--- src/rtl/matrix_tile_rf_pkg.sv ---
// Shared types and sizes for the matrix tile register file
// and its tile load/store sequencer.
package matrix_tile_rf_pkg;
    localparam int NUM_TILES = 4;
    localparam int TILE_W    = 128;
    localparam int BEAT_W    = 32;
    localparam int IDX_W     = $clog2(NUM_TILES);
    localparam int NUM_BEATS = TILE_W / BEAT_W;

    typedef logic [IDX_W-1:0] tile_idx_t;

    typedef enum logic [1:0] {
        ML_IDLE,
        ML_XFER,
        ML_DONE
    } ml_state_t;
endpackage

--- src/rtl/matrix_tile_rf_seq.sv ---
// Tile transfer sequencer: FSM, beat counter, staging tile
// and the memory-side beat interface.
module matrix_tile_seq #(
    parameter int TILE_W = matrix_tile_rf_pkg::TILE_W,
    parameter int BEAT_W = matrix_tile_rf_pkg::BEAT_W,
    parameter int IDX_W  = matrix_tile_rf_pkg::IDX_W,
    localparam int NB    = TILE_W / BEAT_W,
    localparam int CNT_W = $clog2(NB)
) (
    input  logic              clk,
    input  logic              rst,
    input  logic              ml_start,
    input  logic              ml_store,
    input  logic [IDX_W-1:0]  ml_tile,
    input  logic [TILE_W-1:0] snap_data,
    output logic              ml_busy,
    output logic              ml_done,
    output logic              mem_req,
    output logic              mem_we,
    output logic [CNT_W-1:0]  mem_beat,
    output logic [BEAT_W-1:0] mem_wdata,
    input  logic [BEAT_W-1:0] mem_rdata,
    input  logic              mem_ack,
    output logic              xfer_load,
    output logic [IDX_W-1:0]  cur_tile,
    output logic              commit_we,
    output logic [TILE_W-1:0] commit_data
);
    import matrix_tile_rf_pkg::*;

    ml_state_t         r_state;
    ml_state_t         w_next;
    logic              r_store;
    logic [IDX_W-1:0]  r_tile;
    logic [CNT_W-1:0]  r_cnt;
    logic [TILE_W-1:0] r_stage;
    logic              w_xfer;
    logic              w_ack;
    logic              w_last;

    assign w_xfer = (r_state == ML_XFER);
    assign w_ack  = w_xfer && mem_ack;
    assign w_last = (r_cnt == CNT_W'(NB - 1));

    always_ff @(posedge clk or posedge rst) begin
        if (rst) begin
            r_state <= ML_IDLE;
            r_store <= 1'b0;
            r_tile  <= '0;
            r_cnt   <= '0;
            r_stage <= '0;
        end else begin
            r_state <= w_next;
            if (r_state == ML_IDLE && ml_start) begin
                r_store <= ml_store;
                r_tile  <= ml_tile;
                r_cnt   <= '0;
                if (ml_store)
                    r_stage <= snap_data;
            end else if (w_ack) begin
                r_cnt <= r_cnt + 1'b1;
                if (!r_store)
                    r_stage[r_cnt*BEAT_W +: BEAT_W] <= mem_rdata;
            end
        end
    end

    always_comb begin
        w_next = r_state;
        unique case (r_state)
            ML_IDLE: if (ml_start) w_next = ML_XFER;
            ML_XFER: if (w_ack && w_last) w_next = ML_DONE;
            ML_DONE: w_next = ML_IDLE;
            default: w_next = ML_IDLE;
        endcase
    end

    assign ml_busy   = (r_state != ML_IDLE);
    assign ml_done   = (r_state == ML_DONE);
    assign mem_req   = w_xfer;
    assign mem_we    = w_xfer && r_store;
    assign mem_beat  = w_xfer ? r_cnt : '0;
    assign mem_wdata = w_xfer ? r_stage[r_cnt*BEAT_W +: BEAT_W] : '0;
    assign xfer_load = w_xfer && !r_store;
    assign cur_tile  = r_tile;
    assign commit_we = w_ack && w_last && !r_store;

    // The last row is taken straight from the bus, not the staging register.
    always_comb begin
        commit_data = r_stage;
        commit_data[(NB-1)*BEAT_W +: BEAT_W] = mem_rdata;
    end
endmodule

--- src/rtl/matrix_tile_rf.sv ---
// Matrix tile register file: tile array, write-first read bypass,
// load hazard stall, and the tile transfer sequencer.
module matrix_tile_rf #(
    parameter int NUM_TILES = matrix_tile_rf_pkg::NUM_TILES,
    parameter int TILE_W    = matrix_tile_rf_pkg::TILE_W,
    parameter int BEAT_W    = matrix_tile_rf_pkg::BEAT_W,
    localparam int IDX_W    = $clog2(NUM_TILES),
    localparam int CNT_W    = $clog2(TILE_W / BEAT_W)
) (
    input  logic              clk,
    input  logic              rst,
    input  logic              rd_en,
    input  logic [IDX_W-1:0]  rd_tile,
    output logic [TILE_W-1:0] op_matrix,
    output logic              stall_o,
    input  logic              wb_we,
    input  logic [IDX_W-1:0]  wb_tile,
    input  logic [TILE_W-1:0] matrix_i,
    input  logic              ml_start,
    input  logic              ml_store,
    input  logic [IDX_W-1:0]  ml_tile,
    output logic              ml_busy,
    output logic              ml_done,
    output logic              mem_req,
    output logic              mem_we,
    output logic [CNT_W-1:0]  mem_beat,
    output logic [BEAT_W-1:0] mem_wdata,
    input  logic [BEAT_W-1:0] mem_rdata,
    input  logic              mem_ack
);
    import matrix_tile_rf_pkg::*;

    logic [TILE_W-1:0] r_tile [NUM_TILES];
    logic [TILE_W-1:0] w_snap;
    logic [TILE_W-1:0] w_commit_data;
    logic [IDX_W-1:0]  w_cur_tile;
    logic              w_xfer_load;
    logic              w_commit_we;

    assign w_snap = (wb_we && wb_tile == ml_tile) ? matrix_i
                                                  : r_tile[ml_tile];

    assign op_matrix = (wb_we && wb_tile == rd_tile) ? matrix_i
                                                     : r_tile[rd_tile];

    assign stall_o = rd_en && w_xfer_load && (rd_tile == w_cur_tile);

    // A load commit overrides a same-edge writeback to the same tile.
    always_ff @(posedge clk or posedge rst) begin
        if (rst) begin
            for (int i = 0; i < NUM_TILES; i++)
                r_tile[i] <= '0;
        end else begin
            for (int i = 0; i < NUM_TILES; i++) begin
                if (w_commit_we && w_cur_tile == IDX_W'(i))
                    r_tile[i] <= w_commit_data;
                else if (wb_we && wb_tile == IDX_W'(i))
                    r_tile[i] <= matrix_i;
            end
        end
    end

    matrix_tile_seq #(
        .TILE_W (TILE_W),
        .BEAT_W (BEAT_W),
        .IDX_W  (IDX_W)
    ) u_seq (
        .clk         (clk),
        .rst         (rst),
        .ml_start    (ml_start),
        .ml_store    (ml_store),
        .ml_tile     (ml_tile),
        .snap_data   (w_snap),
        .ml_busy     (ml_busy),
        .ml_done     (ml_done),
        .mem_req     (mem_req),
        .mem_we      (mem_we),
        .mem_beat    (mem_beat),
        .mem_wdata   (mem_wdata),
        .mem_rdata   (mem_rdata),
        .mem_ack     (mem_ack),
        .xfer_load   (w_xfer_load),
        .cur_tile    (w_cur_tile),
        .commit_we   (w_commit_we),
        .commit_data (w_commit_data)
    );
endmodule

--- config.mk ---
export PLATFORM = sky130hd
export DESIGN_NAME = matrix_tile_rf
export DESIGN_NICKNAME = d
export VERILOG_FILES = /design/src/rtl/matrix_tile_rf_pkg.sv /design/src/rtl/matrix_tile_rf_seq.sv /design/src/rtl/matrix_tile_rf.sv
export SDC_FILE = /design/constraint.sdc
export NUM_CORES = 2
export LEC_CHECK = 0
export ABC_CLOCK_PERIOD_IN_PS = 67600
export BUFFER_PORTS_ARGS = -buffer_cell sky130_fd_sc_hd__buf_2
export CORE_UTILIZATION = 50
export DETAILED_ROUTE_END_ITERATION = 7
export PLACE_DENSITY_LB_ADDON = 0.3
export SLEW_MARGIN = 20
export SYNTH_ARGS = -nofsm -noshare
export SYNTH_HDL_FRONTEND = slang
export SYNTH_SLANG_ARGS = --single-unit
--- constraint.sdc ---
create_clock -name clk -period 67.6 [get_ports clk]
set_input_delay 13.52 -clock clk [delete_from_list [all_inputs] [get_ports clk]]
set_output_delay 13.52 -clock clk [all_outputs]
set_load 0.005 [all_outputs]
# [Word-level counts from Yosys, hierarchy flattened]
# Index checks and enable logic that the tools add are counted.
# Widths: inputs -> output; s select.
[totals] register_bits=647 output_inout_bits=167
[op_classes] addsub=2 magnitude_cmp=2 eq_ne=16 shifts=3 mux=28 bitwise_logic=2 reduce_logical=30
[op_table] cell="$mux 128" n=18
[op_table] cell="$bmux 128 s2" n=2
[op_table] cell="$bwmux 128" n=1
[op_table] cell="$shift 32x34->128 const A" n=1
[op_table] cell="$shiftx 128x8->32" n=1
[op_table] cell="$shiftx 32x34->128" n=1
[op_table] cell="$neg 7->34" n=1
[op_table] cell="$mux 32" n=1
[op_table] cell="$logic_and 1x1->1" n=18
[op_table] cell="$eq 2x2->1 const B" n=6
[op_table] cell="$reduce_bool 2->1" n=6
[op_table] cell="$mux 2" n=5
[op_table] cell="$ne 2x2->1 const B" n=4
[op_table] cell="$eq 2x1->1 const B" n=3
[op_table] cell="$eq 2x2->1" n=3
[op_table] cell="$ge 3x3->1 const B" n=2
[op_table] cell="$logic_not 2->1" n=3
[op_table] cell="$not 2->3" n=2
[op_table] cell="$pmux 2 s2" n=1
[op_table] cell="$reduce_and 3->1" n=1
[op_table] cell="$add 2x1->2 const B" n=1
[op_table] cell="$reduce_and 2->1" n=1
[op_table] cell="$logic_not 1->1" n=1

# [Longest topological paths before layout]
[depth] word_depth=7 depth_mapped=9

# [Cells and area by module]
# Synthesis repeated with hierarchy kept, for this count alone.
[unflattened] cells_unflattened=3877 area_unflattened_um2=43272.8
[modules_own_cells] mod="matrix_tile_rf" n_inst=1 cells_each=2895 area_per_inst_um2=33293.2 seq_area_each_um2=12812.3
[modules_own_cells] mod="matrix_tile_seq" n_inst=1 cells_each=982 area_per_inst_um2=9979.6 seq_area_each_um2=3378.2

# [Worst setup path before layout]
# No wires, ideal clock.
[synth_path] kind="input port to output port" from="input rd_tile[0]" to="output op_matrix[108]" arrival_time_ns=15.088 t_required_ns=54.080 setup_slack_ns=38.992 path_stages=5 n_path_buf=3 path_cell_list="clkbuf_1 buf_2 buf_2 mux4_2 mux2_2"
[synth_between] elab_chain_cells=5
[synth_rtl] element="from (decl)" line_no="matrix_tile_rf.sv:13" source="input logic [IDX_W-1:0] rd_tile,"
[synth_rtl] element="$not 2->3 (implied by the code)" line_no="matrix_tile_rf.sv:44" source=": r_tile[rd_tile];"
[synth_rtl] element="$bmux 128 s2" line_no="matrix_tile_rf.sv:44"
[synth_rtl] element="$mux 128 (implied by the code) (2 in a row)" line_no="matrix_tile_rf.sv:44"
[synth_rtl] element="$mux 128 *" line_no="matrix_tile_rf.sv:43" source="assign op_matrix = (wb_we && wb_tile == rd_tile) ? matrix_i"
[synth_rtl] element="to (decl)" line_no="matrix_tile_rf.sv:14" source="output logic [TILE_W-1:0] op_matrix,"
# Mark *: on every way between the ends. The rest lies on a longest branch, timed or not. The select of a mux whose other input is x is not followed.

# [Worst setup path in the final report]
[layout_path] from="input rd_tile[1]" to="output op_matrix[68]"
# Same word-level chain as after synthesis.

==> impl_metrics.py <==
metrics = {
    "clocking": {
        "clk_pin_slew_ns": 0.06,
        "cts_root_buf": "clkbuf_16",
        "numCtsBuffers": 74,
        "insertion_delay_ns": 0.62,
        "htree_levels": 3,
        "cts_setup_buffers": 0,
        "cts_resized": 0,
        "cts_hold_buffers": 0,
        "cts_max_path_buffers": 3,
        "clock_sinks": 647,
        "cts_tree": "done",
    },
    "routing": {
        "avgViaCountPerCell": 6.56,
        "ant_nets": 0,
        "num_vias": 31300,
        "drtIter0Drc": 3753,
        "wire_per_inst_um": 29.7,
        "dr.pass1.iters": 5,
        "drc": 0,
        "drt_wl_total_um": 142000,
    },
    "yosys": {
        "netlist_instances": 3565,
        "synth_common_cells": "dfrtp_1, mux2i_1, nand2_1",
        "synth_seq_area_share_pct": 41.0,
        "synth_area_leaders": "dfrtp_1, mux4_2, mux2i_1",
        "avgSynthCellArea_um2": 11.1,
        "synth_top_area_cell": "dfrtp_1",
        "ys_seq_elements": 647,
        "synth_warnings": 0,
        "synthesis.area_mm2": 0.0395,
        "yosysMostFrequentCell": "dfrtp_1",
        "synth_flop_cell": "dfrtp_1",
        "synth_top_area_share_pct": 41.0,
        "synthArstFlopShare_pct": 100,
        "synth_cell_types": 35,
        "synth_edf_count": 0,
        "synth_fp_nets": 3744,
    },
    "grt": {
        "grt_pass1_wl_um": 210000,
        "grt_pass1_vias": 30300,
        "grt-ovfl-total": 0,
        "grt_max_degree": 213,
        "antenna_found_initial": 6,
        "grt_util_all_layers_pct": 35.2,
    },
    "timing": {
        "final.period_utilization_pct": 45.1,
        "finClkSkew_ns": 0.0165,
        "setup_violations": 0,
        "grt_setup_unrepaired": "no",
        "timing.final.max_slew_violations": 0,
        "tightest_slew_ns": 1.17,
        "fin_tns_setup_ns": 0,
        "hold_viol": 0,
        "relSlewSlack_pct": 22.0,
        "max_freq_ghz": 0.0328,
        "min_period_ns": 30.50,
    },
    "place": {
        "hpwl_um": 89200,
        "io_buffers": 339,
        "gp_congestion": 0.924,
        "placed_area_mm2": 0.0415,
    },
    "floorplanning": {
        "die_w_um": 283,
        "io_pins": 340,
        "core_mm2": 0.0778,
        "rows": 102,
        "initial_core_util_pct": 50.7,
        "die-area_mm2": 0.0801,
        "die_h_um": 283,
    },
    "worst_setup_path": {
        "path_class": "in2out",
        "worst_setup_path_end_kind": "primary output",
        "slowest_stage": "buf_6",
        "cpPeakStageDelay_ns": 0.73,
        "cp.required_ns": 54.08,
        "crit_chain": "buf_6, xnor2_1, nand3_4, buf_4, buf_4, mux2_2, buf_2",
        "cp.arrival_ns": 16.98,
        "path_delay_family": "buffers and inverters",
        "path_buf_inv": 4,
        "cp_max_fo": 81,
        "cp-start-kind": "input pin",
        "cp_common_cell": "buf_4",
    },
    "finish": {
        "fillers": 6576,
        "final_area_mm2": 0.0440,
        "drive_gt1_share_pct": 25.2,
        "final_util_pct": 56.6,
        "nets": 3859,
        "synthToLayoutAreaGrowth_pct": 11.5,
    },
    "pwr": {
        "ir_drop_uv": 19.0,
        "leakage_nw": 20.3,
        "power.density_mw_per_mm2": 39.6,
    },
    "hold_path": {
        "hp-class": "reg2reg",
    },
    "run": {
        "maxCapViolCount": 0,
    },
    "status": {
        "status": "completed",
    },
}
## path summary, 6_finish.rpt
| kind | endpoint | from | cells after the start | slack [ns] |
|---|---|---|---|---|
| worst min-delay path | u_seq.r_stage[98] | u_seq.r_stage[98] | 2 | 0.48 |
| min in group asynchronous | r_tile[334] | rst | 2 | 13.11 |
| worst max register to register | u_seq.r_stage[89] | u_seq.r_cnt[1] | 8 | 64.34 |
| worst max-delay path | op_matrix[68] | rd_tile[1] | 7 | 37.10 |
| max in group asynchronous | r_tile[424] | rst | 6 | 51.02 |
| worst min register to register | u_seq.r_stage[98] | u_seq.r_stage[98] | 2 | 0.48 |
## routing by layer
metal,track usage [%],wire length (µm),up-vias
met5,0,63,-
met4,17.0,8170,10
met3,8.37,15000,326
met2,51.7,61900,1913
met1,49.2,56600,15800
li1,-,-,13300
## power breakdown
group	internal (mW)	leakage, nW	switching, mW
combinational	0.303	11.3	0.287
sequential	0.538	7.76	0.194
clock	0.252	1.24	0.170
## sequential cells by signal, summed over array words and instances (netlist names)
name / cells
u_seq.r_state: 2
u_seq.r_store: 1
r_tile: 512
u_seq.cur_tile: 2
u_seq.r_stage: 128
u_seq.r_cnt: 2
## through the flow
stage | hold slack [ns] | std cells | setup WS [ns] | total power, mW
after floorplan | 0.451 | 3565 | 35.95 | 1.05
after global placement | 0.465 | 4644 | 37.05 | 1.29
after detailed placement | 0.468 | 4644 | 37.06 | 1.31
after CTS | 0.486 | 4773 | 37.06 | 1.73
after global routing | 0.496 | 4773 | 36.92 | 1.82
final | 0.483 | 4779 | 37.10 | 1.74
## layout make-up
type	instances	area [µm²]	area share (%)
antenna	6	15.0	0.0341
clock buffer	116	2340	5.31
clock inverter	13	171	0.389
inverter	39	154	0.350
multi-input combinational	2528	21700	49.2
sequential	647	16200	36.8
tap	1040	1300	2.96
timing repair buffer	390	2200	5.00
## worst min-delay path: stages, from the launching register on
cell and delay [ns]:
dfrtp_1 0.34, nand2_1 0.05, o221ai_1 0.06
## cells in the final DEF (no fill, tap or decap), drive strengths merged
cell      count
a21oi       128
and2         33
and3b         2
buf         390
bufinv        4
clkbuf      116
clkinv        7
clkinvlp      1
dfrtp       647
diode         6
ha            6
inv          40
mux2        128
mux2i       641
mux4        288
nand2       593
nand3        36
nand3b        2
nand4b        3
nand4bb       1
nor2        136
nor3          1
nor3b         2
nor4          3
nor4b         2
o21ai       384
o221a         1
o221ai      131
xnor2         6
xor2          1
## cell families after synthesis
kind of cell               after synthesis  share of synthesized area [%]
muxes                                 1057                           36.3
and+or+nand+nor                        814                           8.42
DFF                                    647                           41.0
AOI/OAI and AO/OA                      644                           9.47
buffers and inverters                  390                           4.45
xor gates and xnor gates                 7                          0.155
adders and majority gates                6                          0.190
(Power assumes the default switching activity.)
